**src/rtl/regfile_wb_32_pkg.sv**
```systemverilog
// Shared constants and state encoding for the write-back register file.
package regfile_wb_32_pkg;

  localparam int unsigned REG_DATA_WIDTH = 32;
  localparam int unsigned REG_ADDR_WIDTH = 5;
  localparam int unsigned REG_DEPTH      = 32;
  localparam int unsigned REG_ZERO_ADDR  = 0;

  typedef enum logic {
    CLEAR = 1'b0,
    READY = 1'b1
  } reg_state_e;

endpackage

```
**src/rtl/regfile_clear_ctrl.sv**
```systemverilog
// Post-reset clear sequencer: walks every register address once, then reports ready.
module regfile_clear_ctrl
  import regfile_wb_32_pkg::*;
#(
  parameter int unsigned ADDR_WIDTH = REG_ADDR_WIDTH,
  parameter int unsigned DEPTH      = REG_DEPTH
) (
  input  logic                  clock_in,
  input  logic                  reset_signal,
  output logic                  clear_we,
  output logic [ADDR_WIDTH-1:0] clear_addr,
  output logic                  ready
);

  reg_state_e            state_q, state_d;
  logic [ADDR_WIDTH-1:0] idx_q, idx_d;

  always_ff @(posedge clock_in) begin
    if (reset_signal) begin
      state_q <= CLEAR;
      idx_q   <= '0;
    end else begin
      state_q <= state_d;
      idx_q   <= idx_d;
    end
  end

  always_comb begin
    state_d  = state_q;
    idx_d    = idx_q;
    clear_we = 1'b0;
    unique case (state_q)
      CLEAR: begin
        // The reset cycle itself must leave storage untouched.
        clear_we = ~reset_signal;
        idx_d    = idx_q + 1'b1;
        if (idx_q == ADDR_WIDTH'(DEPTH - 1)) begin
          state_d = READY;
        end
      end
      READY: begin
        state_d = READY;
      end
      default: begin
        state_d = CLEAR;
      end
    endcase
  end

  assign clear_addr = idx_q;
  assign ready      = (state_q == READY);

endmodule

```
**src/rtl/regfile_wb_32.sv**
```systemverilog
// 32x32 register file fed by the write-back selector; r0 reads as zero.
// Build option: define REGFILE_BYPASS_EN for same-cycle write-to-read forwarding.
module regfile_wb_32
  import regfile_wb_32_pkg::*;
#(
  parameter int unsigned DATA_WIDTH = REG_DATA_WIDTH,
  parameter int unsigned ADDR_WIDTH = REG_ADDR_WIDTH,
  parameter int unsigned DEPTH      = REG_DEPTH
) (
  input  logic                  clock_in,
  input  logic                  reset_signal,
  input  logic                  enable_signal,
  input  logic [ADDR_WIDTH-1:0] write_addr,
  input  logic [DATA_WIDTH-1:0] write_data,
  input  logic [ADDR_WIDTH-1:0] read_addr1,
  input  logic [ADDR_WIDTH-1:0] read_addr2,
  output logic [DATA_WIDTH-1:0] read_data1,
  output logic [DATA_WIDTH-1:0] read_data2,
  output logic                  ready
);

  localparam logic [ADDR_WIDTH-1:0] ZeroAddr = ADDR_WIDTH'(REG_ZERO_ADDR);

  logic [DATA_WIDTH-1:0] mem_q [DEPTH];
  logic                  clear_we;
  logic [ADDR_WIDTH-1:0] clear_addr;
  logic                  user_we;

  regfile_clear_ctrl #(
    .ADDR_WIDTH (ADDR_WIDTH),
    .DEPTH      (DEPTH)
  ) u_clear_ctrl (
    .clock_in     (clock_in),
    .reset_signal (reset_signal),
    .clear_we     (clear_we),
    .clear_addr   (clear_addr),
    .ready        (ready)
  );

  assign user_we = ready & enable_signal & ~reset_signal & (write_addr != ZeroAddr);

  // No reset on storage: the sweep zeroes it one entry per cycle.
  always_ff @(posedge clock_in) begin
    if (clear_we) begin
      mem_q[clear_addr] <= '0;
    end else if (user_we) begin
      mem_q[write_addr] <= write_data;
    end
  end

  always_comb begin
    read_data1 = '0;
    read_data2 = '0;
    if (ready) begin
      if (read_addr1 != ZeroAddr) begin
        read_data1 = mem_q[read_addr1];
`ifdef REGFILE_BYPASS_EN
        if (user_we && (read_addr1 == write_addr)) begin
          read_data1 = write_data;
        end
`endif
      end
      if (read_addr2 != ZeroAddr) begin
        read_data2 = mem_q[read_addr2];
`ifdef REGFILE_BYPASS_EN
        if (user_we && (read_addr2 == write_addr)) begin
          read_data2 = write_data;
        end
`endif
      end
    end
  end

endmodule

```
**config.mk**
```make
export PLATFORM = sky130hd
export DESIGN_NAME = regfile_wb_32
export DESIGN_NICKNAME = d
export VERILOG_FILES = /design/src/rtl/regfile_wb_32_pkg.sv /design/src/rtl/regfile_clear_ctrl.sv /design/src/rtl/regfile_wb_32.sv
export SDC_FILE = /design/constraint.sdc
export NUM_CORES = 1
export LEC_CHECK = 0
export BUFFER_PORTS_ARGS = -buffer_cell sky130_fd_sc_hd__buf_2
export CAP_MARGIN = 0
export CORE_MARGIN = 2
export CORE_UTILIZATION = 59
export DETAILED_ROUTE_END_ITERATION = 12
export GPL_TIMING_DRIVEN = 0
export PLACE_DENSITY = 0.74
export SYNTH_ARGS = -nofsm -noshare
export SYNTH_HDL_FRONTEND = slang
export SYNTH_SLANG_ARGS = --single-unit
```
**constraint.sdc**
```tcl
create_clock -name clock_in -period 12.8 [get_ports clock_in]
set_input_delay 2.56 -clock clock_in [delete_from_list [all_inputs] [get_ports clock_in]]
set_output_delay 2.56 -clock clock_in [all_outputs]
set_load 0.1 [all_outputs]
```
Word-level counts from Yosys, hierarchy flattened. Memory sizes are Yosys's and may differ from the RTL's. Index checks and enable logic that the tools add are counted.

Bits in registers: 6. Bits in latches: 0. RAM bits: 1024. Memory bits (read-only): 0. Output and inout port bits: 65. Memories: 1.

$add $sub $neg: 1. Multiply operators: 0. Div/mod/pow operators: 0. Magnitude comparators: 0. Equal/unequal tests: 1. Shifts and indexed selects: 0. Mux-type cells: 15. Bitwise operators: 5. Reduce and logical (&&, ||, !) cells: 4.

Memories: mem_q (depth 32, width 32, rd ports 2, clocked after Yosys merged registers in 0, wr ports 1, line regfile_wb_32.sv:24) `logic [DATA_WIDTH-1:0] mem_q [DEPTH];`.

Operator list (number): two-way mux 32 bit (5); OR reduction 32 bit (1); nonzero test 5 bit (3); two-way mux 1 bit (8); adder 5 x 1 -> 5 bit (second input constant) (1); == test 5 bit (second input constant) (1); two-way mux 5 bit (1); bitwise AND 1 bit (3); NOT 1 bit (2); one-hot mux 1 bit (2 select lines) (1).

Depth between registers and ports, before layout.
Depth in word-level cells: 8. Gate-level depth with buffers: 8. Gate-level depth less buffers: 5.

Modules after synthesis. Synthesis repeated with hierarchy kept, for this count alone.

Cells, all modules: 2749. Area, all modules: 47705.8 µm².

By module, submodules not included: regfile_wb_32 (times used 1, cells each 2724, area each 47434.2 µm², seq. area each 30749.5 µm²); regfile_clear_ctrl (times used 1, cells each 25, area each 271.5 µm², seq. area each 120.1 µm²).

Worst setup path after synthesis. OpenSTA, ideal clock, no wires.

Path type: input port to output port. Start: input port read_addr2[1]. End: output port read_data2[10]. Data arrival time: 5.111 ns. Slack: 5.129 ns. Cell stages on the path: 6. Cell sequence: buf_2 -> buf_2 -> clkbuf_1 -> mux4_2 -> mux2i_1 -> o221ai_1.

Cells in the longest elaborated chain, start to end: 3. Elaborated cells between the ends (all ways): 4. Those cells by class: mux: 2; reduce/logical: 1; memory: 1.

RTL lines: from (decl) (line regfile_wb_32.sv:16) `input logic [ADDR_WIDTH-1:0] read_addr2,`; memory (32 x 32 bit) or nonzero test 5 bit (tied branches); two-way mux 32 bit (*) (line regfile_wb_32.sv:63) `if (read_addr2 != ZeroAddr) begin`; two-way mux 32 bit (*) (line regfile_wb_32.sv:54) `if (ready) begin`; to (decl) (line regfile_wb_32.sv:18) `output logic [DATA_WIDTH-1:0] read_data2,`.

Every way passes the cells marked *; elsewhere a longest branch is shown, timed or not.

Worst setup path after layout.
Start: input port read_addr1[2]. End: output port read_data1[18].

Cells in the longest elaborated chain, start to end: 3. Elaborated cells between the ends (all ways): 4. Those cells by class: mux: 2; reduce/logical: 1; memory: 1.

RTL lines: from (decl) (line regfile_wb_32.sv:15) `input logic [ADDR_WIDTH-1:0] read_addr1,`; memory (32 x 32 bit) or nonzero test 5 bit (tied branches); two-way mux 32 bit (*) (line regfile_wb_32.sv:55) `if (read_addr1 != ZeroAddr) begin`; two-way mux 32 bit (*) (line regfile_wb_32.sv:54); to (decl) (line regfile_wb_32.sv:17) `output logic [DATA_WIDTH-1:0] read_data1,`.

Marks and branches as above.

==> results.toml <==
[layout]
stdcell_count = 3759
layout_common_cells = "1024 x edfxtp_1, 498 x mux4_2, 274 x mux2i_1"
drive_gt1_share_pct = 38.3
nets = 2656
layout_commonest_cell = "edfxtp_1"
area_growth_syn_to_layout_pct = 14.3

[logic_synthesis]
netlist_area_um2 = 48100
ys_seq_area_share_pct = 64.2
syn_nets = 2340
syn_area_per_cell_um2 = 21.0
yosys_warnings = 0
netlist_instances = 2288
synth.ff_latch_count = 1030
yosysUniqueCellTypes = 43

[floorplanning]
design.core.area_um2 = 80500
rows = 104
fp.dieH_um = 289
die_w_um = 289
io_pins = 115
die_area_um2 = 83800
initial_core_util_pct = 59.7

[routing]
vias_per_cell = 7.65
wl_per_cell_um = 41.3
via_count = 28700
first_pass_iters = 6
ant_nets = 0
drt_iter0_markers = 4268
route.detailed.drc = 0
wirelength_um = 155000

[clocking]
cts_buffers = 104
root_buffer = "clkbuf_16"
cts_hold_buf = 0
post-cts-setup-buffers = 0
cts_tree = "done"
path_clk_slew_ns = 0.06
cts-resized-gates = 0
insertion_delay_ns = 0.67
cts.path.max_buffers = 3
htree_levels = 3
clkSinkCount = 1030

[pwr]
p_leak_nw = 16.7
clkPwrFrac_pct = 43.4
p_seq_share_pct = 50.4
p_int_mw = 5.72
p_sw_mw = 1.60
p_comb_share_pct = 6.2
powerDensity_nw_per_um2 = 133
p_sw_share_pct = 21.9
worst_ir_drop_vdd_mv = 0.103

[sta]
worst_slew_pin_slew_ns = 1.49
fin_setup_tns_ns = 0
rsz0062_at_grt = "false"
drv_slew = 0
fin_skew_ns = 0.0143
period_minus_slack_ns = 9.03
hold_viol = 0
maxSlewHeadroom_pct = 0.753
fin_crit_sh_pct = 70.5
max_freq_mhz = 111
setup_viol = 0
fin_ws_ns = 3.77

[critical_path]
path_class = "input pin to output pin"
crit_path_frequent_cell = "buf_2"
crit_buf_inv = 4
cp.arrival_ns = 6.47
crit_chain = "buf_2 > buf_2 > clkbuf_1 > nor2b_1 > a22oi_1 > a31oi_1 > a21oi_1 > buf_2"
critPathMaxFanout = 10
required_ns = 10.24
worst_setup_path_start_kind = "input pin"
cp-end-kind = "output pin"
max_stage_delay_ns = 1.13
path_delay_family = "buffers and inverters"
slowest_stage = "nor2b_1"

[worst_hold_path]
hold_class = "register to register"

[grt]
grt.total_usage_pct = 37.7
grt_max_degree = 33
grt-ovfl-total = 0
grt_pass1_vias = 28600
grt_antenna_before_repair = 13
grt_pass1_wl_um = 215000

[place]
dp_hpwl_um = 109000
io_buffers = 108
finalWeightedCongestion = 0.989
dp_slack_ns = 4.32
dp_cells = 3558

[status]
violations = "max-capacitance violations"
status = "complete, but fails checks"

[flow_run]
cap_viol_max_count = 1
per-layer routing:
metal | wire length, um | part of all wire (%) | GRT usage, %
met5 | 77 | 0.050 | 0
met4 | 6860 | 4.4 | 14.4
met3 | 23500 | 15 | 15.1
met2 | 71600 | 46 | 57.1
met1 | 53100 | 34 | 50.0
cell usage after synthesis, drive strengths merged:
cell     instances  area share [%]
a2111oi          7            0.22
a211oi           1           0.042
a21o             8            0.12
a21oi            8           0.083
a22o             7            0.13
a22oi           14            0.22
a31oi            7           0.091
and2            33            0.43
and3             2           0.026
and4b            1           0.021
buf            136             1.8
clkbuf          47            0.37
dfxtp            6            0.25
edfxtp        1024              64
ha               2           0.052
inv              2           0.016
mux2             2           0.047
mux2i          274             5.7
mux4           498              23
nand2            6           0.047
nand2b           4           0.052
nand3            4           0.042
nand3b           2           0.031
nor2            21            0.16
nor2b           21            0.27
nor3            27            0.28
nor4             1           0.026
nor4bb           1           0.021
o21ai            1           0.010
o221ai          57             1.0
o22a            57             1.0
o311ai           1           0.034
o32ai            1           0.018
o41ai            1           0.018
or3              1           0.013
or4b             1           0.021
xnor2            1           0.018
xor2             1           0.018
logic make-up (layout without fill, tap and decap cells):
kind of cell	count (synthesis)	count (layout)	synth area share [%]
adders and majority gates	2	2	0.0520
AOI/OAI and AO/OA	170	170	3.06
muxes	774	774	29.1
and+or+nand+nor	125	125	1.45
DFF	1030	1030	64.2
xor gates and xnor gates	2	2	0.0364
buffers and inverters	185	588	2.14
other	0	8	0
path summary, 6_finish.rpt:
| check | to | start | cells after the start | slack [ns] |
|---|---|---|---|---|
| worst min register to register | u_clear_ctrl.clear_addr[3] | u_clear_ctrl.clear_addr[3] | 2 | 0.59 |
| worst min-delay path | u_clear_ctrl.clear_addr[3] | u_clear_ctrl.clear_addr[3] | 2 | 0.59 |
| worst max-delay path | read_data1[18] | read_addr1[2] | 8 | 3.77 |
| worst max register to register | mem_q[30][19] | u_clear_ctrl.ready | 6 | 9.10 |
worst min-delay path, stage by stage (launching register included):
cell and delay, ns:
dfxtp_1 0.37, o21ai_0 0.10, a21oi_1 0.07
power groups by stage:
| stage | clock [mW] | combinational [mW] | sequential [mW] |
|---|---|---|---|
| after floorplan | 0 | 0.283 | 3.76 |
| after CTS | 3.17 | 0.445 | 3.69 |
| after detailed placement | 0 | 0.442 | 3.76 |
| after global placement | 0 | 0.423 | 3.76 |
| final | 3.18 | 0.455 | 3.69 |
| after global routing | 3.29 | 0.465 | 3.69 |
flip-flops by register name, summed over array words and instances (netlist names):
signal	count
u_clear_ctrl.clear_addr	5
u_clear_ctrl.ready	1
mem_q	1024
through the flow:
step                util, %  hold WS, ns  instance area [um2]  power (mW)
floorplan                 -        0.495                48100        4.04
global placement       62.0        0.551                50000        4.18
detailed placement     63.8        0.575                51400        4.20
CTS                    68.2        0.589                54900        7.30
global route           68.2        0.636                54900        7.45
finish                 68.2        0.589                55000        7.32
layout make-up:
| class | instances | area, um2 |
|---|---|---|
| antenna | 8 | 20.0 |
| buffer | 183 | 1020 |
| clock buffer | 128 | 2840 |
| clock inverter | 65 | 686 |
| fill | 5027 | 25600 |
| inverter | 2 | 7.51 |
| multi-input combinational | 1073 | 16400 |
| sequential | 1030 | 30900 |
| tap | 1060 | 1330 |
| timing repair buffer | 210 | 1820 |
Power figures use the tool's default switching activity.
